<file path="config.mk">
export PLATFORM = sky130hd
export DESIGN_NAME = obi_to_apb_bridge
export DESIGN_NICKNAME = d
export VERILOG_FILES = /design/src/rtl/obi_to_apb_bridge.sv
export SDC_FILE = /design/constraint.sdc
export NUM_CORES = 1
export LEC_CHECK = 0
export CELL_PAD_IN_SITES_DETAIL_PLACEMENT = 1
export CELL_PAD_IN_SITES_GLOBAL_PLACEMENT = 1
export CORE_ASPECT_RATIO = 0.5
export CORE_MARGIN = 2
export CORE_UTILIZATION = 29
export DETAILED_ROUTE_END_ITERATION = 10
export HOLD_SLACK_MARGIN = 0.06
export PLACE_DENSITY_LB_ADDON = 0.12
export SYNTH_ARGS = -nofsm -noshare
export SYNTH_HDL_FRONTEND = slang
export SYNTH_SLANG_ARGS = --single-unit
</file>
<file path="constraint.sdc">
create_clock -name clk_i -period 2.6 [get_ports clk_i]
set_input_delay 0.52 -clock clk_i [delete_from_list [all_inputs] [get_ports clk_i]]
set_output_delay 0.52 -clock clk_i [all_outputs]
set_load 0.01 [all_outputs]
</file>
<file path="src/rtl/obi_to_apb_bridge.sv">
// obi_to_apb_bridge
//
// Bridges an OBI subordinate port to an APB4 manager port. Only one
// transaction can be outstanding at a time. Each granted OBI request becomes
// an APB SETUP/ACCESS sequence. The APB completion is returned to the OBI
// side as a single-cycle rvalid pulse.
//
// Optional feature: define OBI_TO_APB_TIMEOUT_EN to abort an ACCESS phase
// after TimeoutCycles cycles without pready_i. An aborted transaction
// returns err=1 and rdata=0.
//
// Ports:
//   clk_i, rst_ni        clock; synchronous active-low reset
//   obi_req_i/gnt_o      OBI request handshake (grant only in IDLE)
//   obi_addr_i/we_i/be_i/wdata_i  OBI request payload
//   obi_rvalid_o/rdata_o/err_o    OBI response (one cycle)
//   psel_o/penable_o/pwrite_o/paddr_o/pwdata_o/pstrb_o/pprot_o  APB request
//   pready_i/pslverr_i/prdata_i   APB completion
module obi_to_apb_bridge #(
  parameter int unsigned AddrWidth     = 32,
  parameter int unsigned DataWidth     = 32,
  parameter int unsigned TimeoutCycles = 1024
) (
  input  logic                   clk_i,
  input  logic                   rst_ni,
  // OBI subordinate
  input  logic                   obi_req_i,
  output logic                   obi_gnt_o,
  input  logic [AddrWidth-1:0]   obi_addr_i,
  input  logic                   obi_we_i,
  input  logic [DataWidth/8-1:0] obi_be_i,
  input  logic [DataWidth-1:0]   obi_wdata_i,
  output logic                   obi_rvalid_o,
  output logic [DataWidth-1:0]   obi_rdata_o,
  output logic                   obi_err_o,
  // APB4 manager
  output logic                   psel_o,
  output logic                   penable_o,
  output logic                   pwrite_o,
  output logic [AddrWidth-1:0]   paddr_o,
  output logic [DataWidth-1:0]   pwdata_o,
  output logic [DataWidth/8-1:0] pstrb_o,
  output logic [2:0]             pprot_o,
  input  logic                   pready_i,
  input  logic                   pslverr_i,
  input  logic [DataWidth-1:0]   prdata_i
);

  localparam int unsigned BeWidth = DataWidth / 8;

  // Elaboration-time parameter sanity checks.
  if (DataWidth % 8 != 0) begin : g_bad_data_width
    $error("DataWidth must be a multiple of 8");
  end
  if (TimeoutCycles < 1) begin : g_bad_timeout
    $error("TimeoutCycles must be at least 1");
  end

  typedef enum logic [1:0] {StIdle, StSetup, StAccess, StResp} state_e;

  state_e                 state_q, state_d;
  logic [AddrWidth-1:0]   paddr_q, paddr_d;
  logic                   pwrite_q, pwrite_d;
  logic [DataWidth-1:0]   pwdata_q, pwdata_d;
  logic [BeWidth-1:0]     be_q, be_d;
  logic [DataWidth-1:0]   rdata_q, rdata_d;
  logic                   err_q, err_d;
  logic                   gnt;

`ifdef OBI_TO_APB_TIMEOUT_EN
  localparam int unsigned CntWidth = $clog2(TimeoutCycles + 1);
  logic [CntWidth-1:0] cnt_q, cnt_d;
`endif

  always_comb begin
    state_d      = state_q;
    paddr_d      = paddr_q;
    pwrite_d     = pwrite_q;
    pwdata_d     = pwdata_q;
    be_d         = be_q;
    rdata_d      = rdata_q;
    err_d        = err_q;
    gnt          = 1'b0;
    psel_o       = 1'b0;
    penable_o    = 1'b0;
    obi_rvalid_o = 1'b0;
`ifdef OBI_TO_APB_TIMEOUT_EN
    cnt_d        = cnt_q;
`endif

    unique case (state_q)
      StIdle: begin
        gnt = obi_req_i & rst_ni;
        if (gnt) begin
          paddr_d  = obi_addr_i;
          pwrite_d = obi_we_i;
          pwdata_d = obi_wdata_i;
          be_d     = obi_be_i;
          state_d  = StSetup;
        end
      end
      StSetup: begin
        psel_o  = 1'b1;
        state_d = StAccess;
`ifdef OBI_TO_APB_TIMEOUT_EN
        cnt_d   = '0;
`endif
      end
      StAccess: begin
        psel_o    = 1'b1;
        penable_o = 1'b1;
        if (pready_i) begin
          rdata_d = pwrite_q ? '0 : prdata_i;
          err_d   = pslverr_i;
          state_d = StResp;
        end
`ifdef OBI_TO_APB_TIMEOUT_EN
        // This cycle is the TimeoutCycles-th one without pready: abort.
        else if (cnt_q == CntWidth'(TimeoutCycles - 1)) begin
          rdata_d = '0;
          err_d   = 1'b1;
          state_d = StResp;
        end else begin
          cnt_d = cnt_q + 1'b1;
        end
`endif
      end
      StResp: begin
        obi_rvalid_o = 1'b1;
        state_d      = StIdle;
      end
      default: state_d = StIdle;
    endcase
  end

  always_ff @(posedge clk_i) begin
    if (!rst_ni) begin
      state_q  <= StIdle;
      paddr_q  <= '0;
      pwrite_q <= 1'b0;
      pwdata_q <= '0;
      be_q     <= '0;
      rdata_q  <= '0;
      err_q    <= 1'b0;
`ifdef OBI_TO_APB_TIMEOUT_EN
      cnt_q    <= '0;
`endif
    end else begin
      state_q  <= state_d;
      paddr_q  <= paddr_d;
      pwrite_q <= pwrite_d;
      pwdata_q <= pwdata_d;
      be_q     <= be_d;
      rdata_q  <= rdata_d;
      err_q    <= err_d;
`ifdef OBI_TO_APB_TIMEOUT_EN
      cnt_q    <= cnt_d;
`endif
    end
  end

  assign obi_gnt_o   = gnt;
  assign obi_rdata_o = rdata_q;
  assign obi_err_o   = err_q;
  assign paddr_o     = paddr_q;
  assign pwrite_o    = pwrite_q;
  assign pwdata_o    = pwdata_q;
  // APB4 requires all-zero strobes on reads.
  assign pstrb_o     = pwrite_q ? be_q : '0;
  assign pprot_o     = 3'b000;

endmodule

</file>
# --- Yosys cells after proc, flatten, opt, wreduce, memory -nomap -nowiden ---
# Cells that the tools add are included.
totals:
  wordCells: 27
  regBits: 104
  out_inout_bits: 109
classes:
  reduce_logical: 5
  eq_ne: 5
  n_mux: 9
  bitwise_logic: 1
ops:
  columns: ["op", "count"]
  rows:
  - ["$mux W32", 1]
  - ["$pmux W2 S4", 1]
  - ["$reduce_and A2 Y1", 3]
  - ["$eq A2 B2 Y1 const B", 2]
  - ["$mux W1", 4]
  - ["$mux W2", 2]
  - ["$mux W4", 1]
  - ["$ne A2 B2 Y1 const B", 2]
  - ["$eq A2 B1 Y1 const B", 1]
  - ["$logic_not A2 Y1", 1]
  - ["$reduce_or A2 Y1", 1]
  - ["$and A1 B1 Y1", 1]

# --- Longest topological paths before layout ---
# Gate-level depths: netlist of the first run.
logic_depth:
  word_depth: 3
  ltp_mapped: 8
  ltp_nobuf: 5

# --- Worst setup path before layout of the first run ---
# Ideal clock, no wire load.
synth_path:
  path_type: "input-to-output"
  from: "input rst_ni"
  to: "output obi_gnt_o"
  t_required_ns: 2.080
  path_slack_ns: 0.978
  path_stages: 4
  t_arrival_ns: 1.102
  path_cell_list: "buf_6 -> and3_4 -> buf_6 -> buf_2"
synth_via:
  elab_chain_cells: 2
synth_rtl:
  columns: ["element", "line", "rtl"]
  rows:
  - ["start: declaration", "25", "input logic rst_ni,"]
  - ["$and A1 B1 Y1", "93", "gnt = obi_req_i & rst_ni;"]
  - ["$mux W1", "91", "unique case (state_q)"]
  - ["end: declaration", "28", "output logic obi_gnt_o,"]
# No other way between the ends.

# --- Worst setup path after layout of the first run ---
layout_path:
  from: "register state_q[0]"
  to: "output penable_o"
layout_via:
  elab_chain_cells: 2
layout_rtl:
  columns: ["element", "line", "rtl"]
  rows:
  - ["start: declaration", "61", "state_e state_q, state_d;"]
  - ["start signal: assignment", "138", "state_q <= StIdle;"]
  - ["start signal: assignment", "149", "state_q <= state_d;"]
  - ["$eq A2 B2 Y1", "91", null]
  - ["$mux W1", "91", null]
  - ["end: declaration", "38", "output logic penable_o,"]
# No other way between the ends.

==> results summary, run 1 <==
The post-route DRC violation count came out at 0. Counting flops and latches in the post-synthesis netlist gives 104. The detail-routed net length per standard cell is 14.6 um. The starting utilization of the core area came out at 29.6%.

Static timing analysis puts the maximum clock frequency at 440 MHz. The synthesized design devotes to its leading area cell type 52.2% of total area. The die area is 14,800 sq um. In this run, CTS created clock tree buffers numbering 9.

By count the netlist is led by 174 x sky130_fd_sc_hd__nand2_1, 104 x sky130_fd_sc_hd__dfxtp_1, 59 x sky130_fd_sc_hd__o21ai_0. The tree is rooted in a sky130_fd_sc_hd__clkbuf_16. Measured against its own limit, the worst slew margin works out to 63.9%. Once the clock tree was built, the resizer swapped 0 gates to a different size. After the flow finishes, the layout carries non-filler instances totaling 842. For this run, the total global-route usage over all layers was measured as 16.4%.

Pin placement for this block handled 215 I/O pins. The cell with the largest stage delay on the worst path is sky130_fd_sc_hd__clkdlybuf4s50_1. The count of nets left with antenna violations once routing finished came out at 0.

In this run the static leakage power is 2.27 nW. The total met2 wirelength after detailed routing came out at 5.77 mm. The most used flip-flop cell after synthesis is sky130_fd_sc_hd__dfxtp_1.

The routed via count divided by cell count is 4.53. The post-cts hold buffer count came out at 0. The top fanout value on the critical path is 8. The completed layout was analyzed and its total power is 0.00502 W. The die width came out at 170 um. The fraction of power consumed by sequential logic came out at 40.4%. STA classifies the critical path endpoint as an output port. The final critical-path share of the clock period came out at 87.5%.

The number of inserted diodes came out at 0. The share of total power in combinational logic came out at 29.7%. STA puts the critical path data required time at 2080 ps. The transition time of the tightest slew-check pin is 541 ps. The number of buffers added for setup after CTS is 0. Across all layers, the routed design uses 3,812 vias. The die span in y came out at 86.9 um.

The worst endpoint data arrival time is 1750 ps. The number of different library cells used by synthesis comes to 23. The flow ran to the end, and the final reports show no timing, DRC or antenna violations. The clock latency on the worst-skew pair came out at 340 ps. The power density normalized to cell area is 772 nW/um^2. The congestion estimate from routability-driven global placement came to 0.714. The via count of the first global-routing pass came out at 3,796. The setup path with the least slack is of type reg -> out. The smallest hold slack came out at 451 ps.

The fraction of synthesis flops using an asynchronous set or reset pin is 0%. In this run the power spent charging and discharging nets is 0.00147 W. In this run the deepest clock path goes through 2 buffers. The number of H-tree branching levels is 3. The first global-routing pass estimated 19.3 mm of wire. By area the synthesized netlist is led by sky130_fd_sc_hd__dfxtp_1 52%, sky130_fd_sc_hd__nand2_1 16%, sky130_fd_sc_hd__o21ai_0 7.4%. The instance count along the most critical hold path came out at 2. The number of placed cells counting well taps came out at 826. The number of buffers inserted by port buffering came out at 211. Setup repair after global routing left no endpoint under its margin. The worst hold path belongs to the class reg -> reg. The first detailed-routing pass took 4 iterations. The startpoint class of the critical path is a flip-flop. The share of the yosys chip area belonging to registers is 52.2%. The wire length on met1 came out at 5.48 mm. The internal power of the cells totals 0.00355 W. The clock sink total is 104. The worst reg-to-reg path cell count is 6. TritonCTS built the clock tree.

The cell count after synthesis came out at 475. The layout overhead on the synthesized area is 62.9%. Summed over all instances, the cell type with the most area after synthesis is sky130_fd_sc_hd__dfxtp_1. The final clock skew came out at 7.84 ps. The maximum VDD drop came out at 282 uV.

Once placement finished, the instance area stood at 6180 sq um. The count of routing violations after the opening detailed-route iteration is 167. In this run, the clock network consumes 29.9% of the power. The fraction of final layout cells with drive strength greater than 1 came out at 3.75%. The total non-filler cell area in the finished layout came out at 6500 sq um. The floorplan step defined a core boundary enclosing 13,500 sq um. The synthesized netlist occupies a cell area of 3990 sq um. The total length of routed met3 wires is 960 um. The count of nets after finishing came out at 771. The detailed placer's ending HPWL came out at 8.13 mm. After synthesis, the mean cell area works out to 8.40 sq um. The uppermost layer routed is met4.

Entering global routing, the biggest net connects 139 pins. The max-cap violation count is 0. The count of flip-flops with a built-in enable after synthesis came out at 0. The switching power as a share of total power is 29.2%. The number of antenna violations at the first check in global routing is 0. For this block, the routed nets add up to 12.3 mm of wire. The number of warning messages in the yosys log is 0. The final number of hold-violating endpoints is 0. The row count is 30.

Setup violations remaining at the end of the flow were counted as 0. The minimum clock period is 2270 ps. The signal on the critical path passes through inv_1, ha_1, clkdlybuf4s50_1. The highest cell delay on the worst timing path came out at 610 ps. Among all cell types in the netlist, the one instantiated most often is sky130_fd_sc_hd__nand2_1. After clock tree synthesis, the clock-pin slew on the worst setup and hold paths is 80 ps.

The total count of max-transition violations in the final report is 0. The overflow left after global routing came out at 0. Summed over all failing endpoints, the final setup total negative slack is 0 ps.
[cells in the final DEF (no fill, tap or decap), types with 2 or more instances in the layout]
cell type                           n
sky130_fd_sc_hd__clkbuf_16          9
sky130_fd_sc_hd__buf_4              4
sky130_fd_sc_hd__a21boi_0          33
sky130_fd_sc_hd__o21ai_1            9
sky130_fd_sc_hd__ha_1               4
sky130_fd_sc_hd__nand4b_1          32
sky130_fd_sc_hd__buf_12             3
sky130_fd_sc_hd__bufinv_16          2
sky130_fd_sc_hd__and2_1             4
sky130_fd_sc_hd__nand2_1          174
sky130_fd_sc_hd__o21ai_0           59
sky130_fd_sc_hd__clkdlybuf4s50_1  210
sky130_fd_sc_hd__inv_6              3
sky130_fd_sc_hd__conb_1             3
sky130_fd_sc_hd__dfxtp_1          104
sky130_fd_sc_hd__inv_1              3
[final timing paths]
path                start        endpoint  slack [ps]
max            state_q[0]       penable_o         330
min          pwdata_o[30]    pwdata_o[30]         450
max reg2reg    state_q[0]  obi_rdata_o[8]         870
min reg2reg  pwdata_o[30]    pwdata_o[30]         450
[area by class of cell]
cell class | instances | area [sq um]
inverter | 3 | 11.3
sequential | 104 | 2080
fill | 1549 | 6970
multi-input combinational | 326 | 1670
clock inverter | 7 | 100
tap | 176 | 220
clock buffer | 9 | 225
timing repair buffer | 217 | 2190
[power groups by stage]
stage,clock [W],sequential (W),combinational [W]
2_1_floorplan,0,0.00218,0.000521
3_3_place_gp,0,0.00206,0.00149
3_5_place_dp,0,0.00207,0.00151
4_1_cts,0.00156,0.00204,0.00152
5_1_grt,0.00163,0.00207,0.00163
6_report,0.00150,0.00203,0.00149
[per-stage QoR]
| stage | util (%) | setup WS, ps |
|---|---|---|
| 2_1_floorplan | - | 978 |
| 3_3_place_gp | 45.8 | 350 |
| 3_5_place_dp | 45.8 | 338 |
| 4_1_cts | 48.2 | 282 |
| 5_1_grt | 48.2 | 185 |
| 6_report | 48.2 | 326 |
[worst max-delay path: cells and delay by family (launching register included)]
family,cells,cell delay [ps]
adders and majority gates,1,370
buffers and inverters,2,720
DFF,1,330
[registers in the layout, summed over array words and instances, names as in the netlist]
signal,flops
obi_rdata_o,32
paddr_o,32
pwdata_o,32
be_q,4
state_q,2
obi_err_o,1
pwrite_o,1
[cell families after synthesis]
logic type / count (synthesis) / synth area share, %
adders and majority gates: 4 / 1.25
muxes: 1 / 0.251
other: 1 / 0.0940
buffers and inverters: 47 / 6.15
AOI/OAI and AO/OA: 105 / 15.5
DFF: 104 / 52.2
and+or+nand+nor: 213 / 24.6
[layer usage]
layer  track usage, %  up-vias
li1                 -     1933
met1             20.0     1767
met2             27.8      102
met3             6.18       10
met4             3.96        0
met5                0        -
Note: power is estimated with default switching activity, not from simulation.
==> inputs of run 2 (changes only) <==
CTS_CLUSTER_SIZE = 10   (was default)
==> results of run 2 <==
Same layout as run 1: the final DEF is identical, and so are final timing and power.
==> inputs of run 3 (changes only) <==
HOLD_SLACK_MARGIN = default   (was 0.06)
SLEW_MARGIN = 20   (was default)
==> results of run 3 <==
Same layout as run 1: the final DEF is identical, and so are final timing and power.
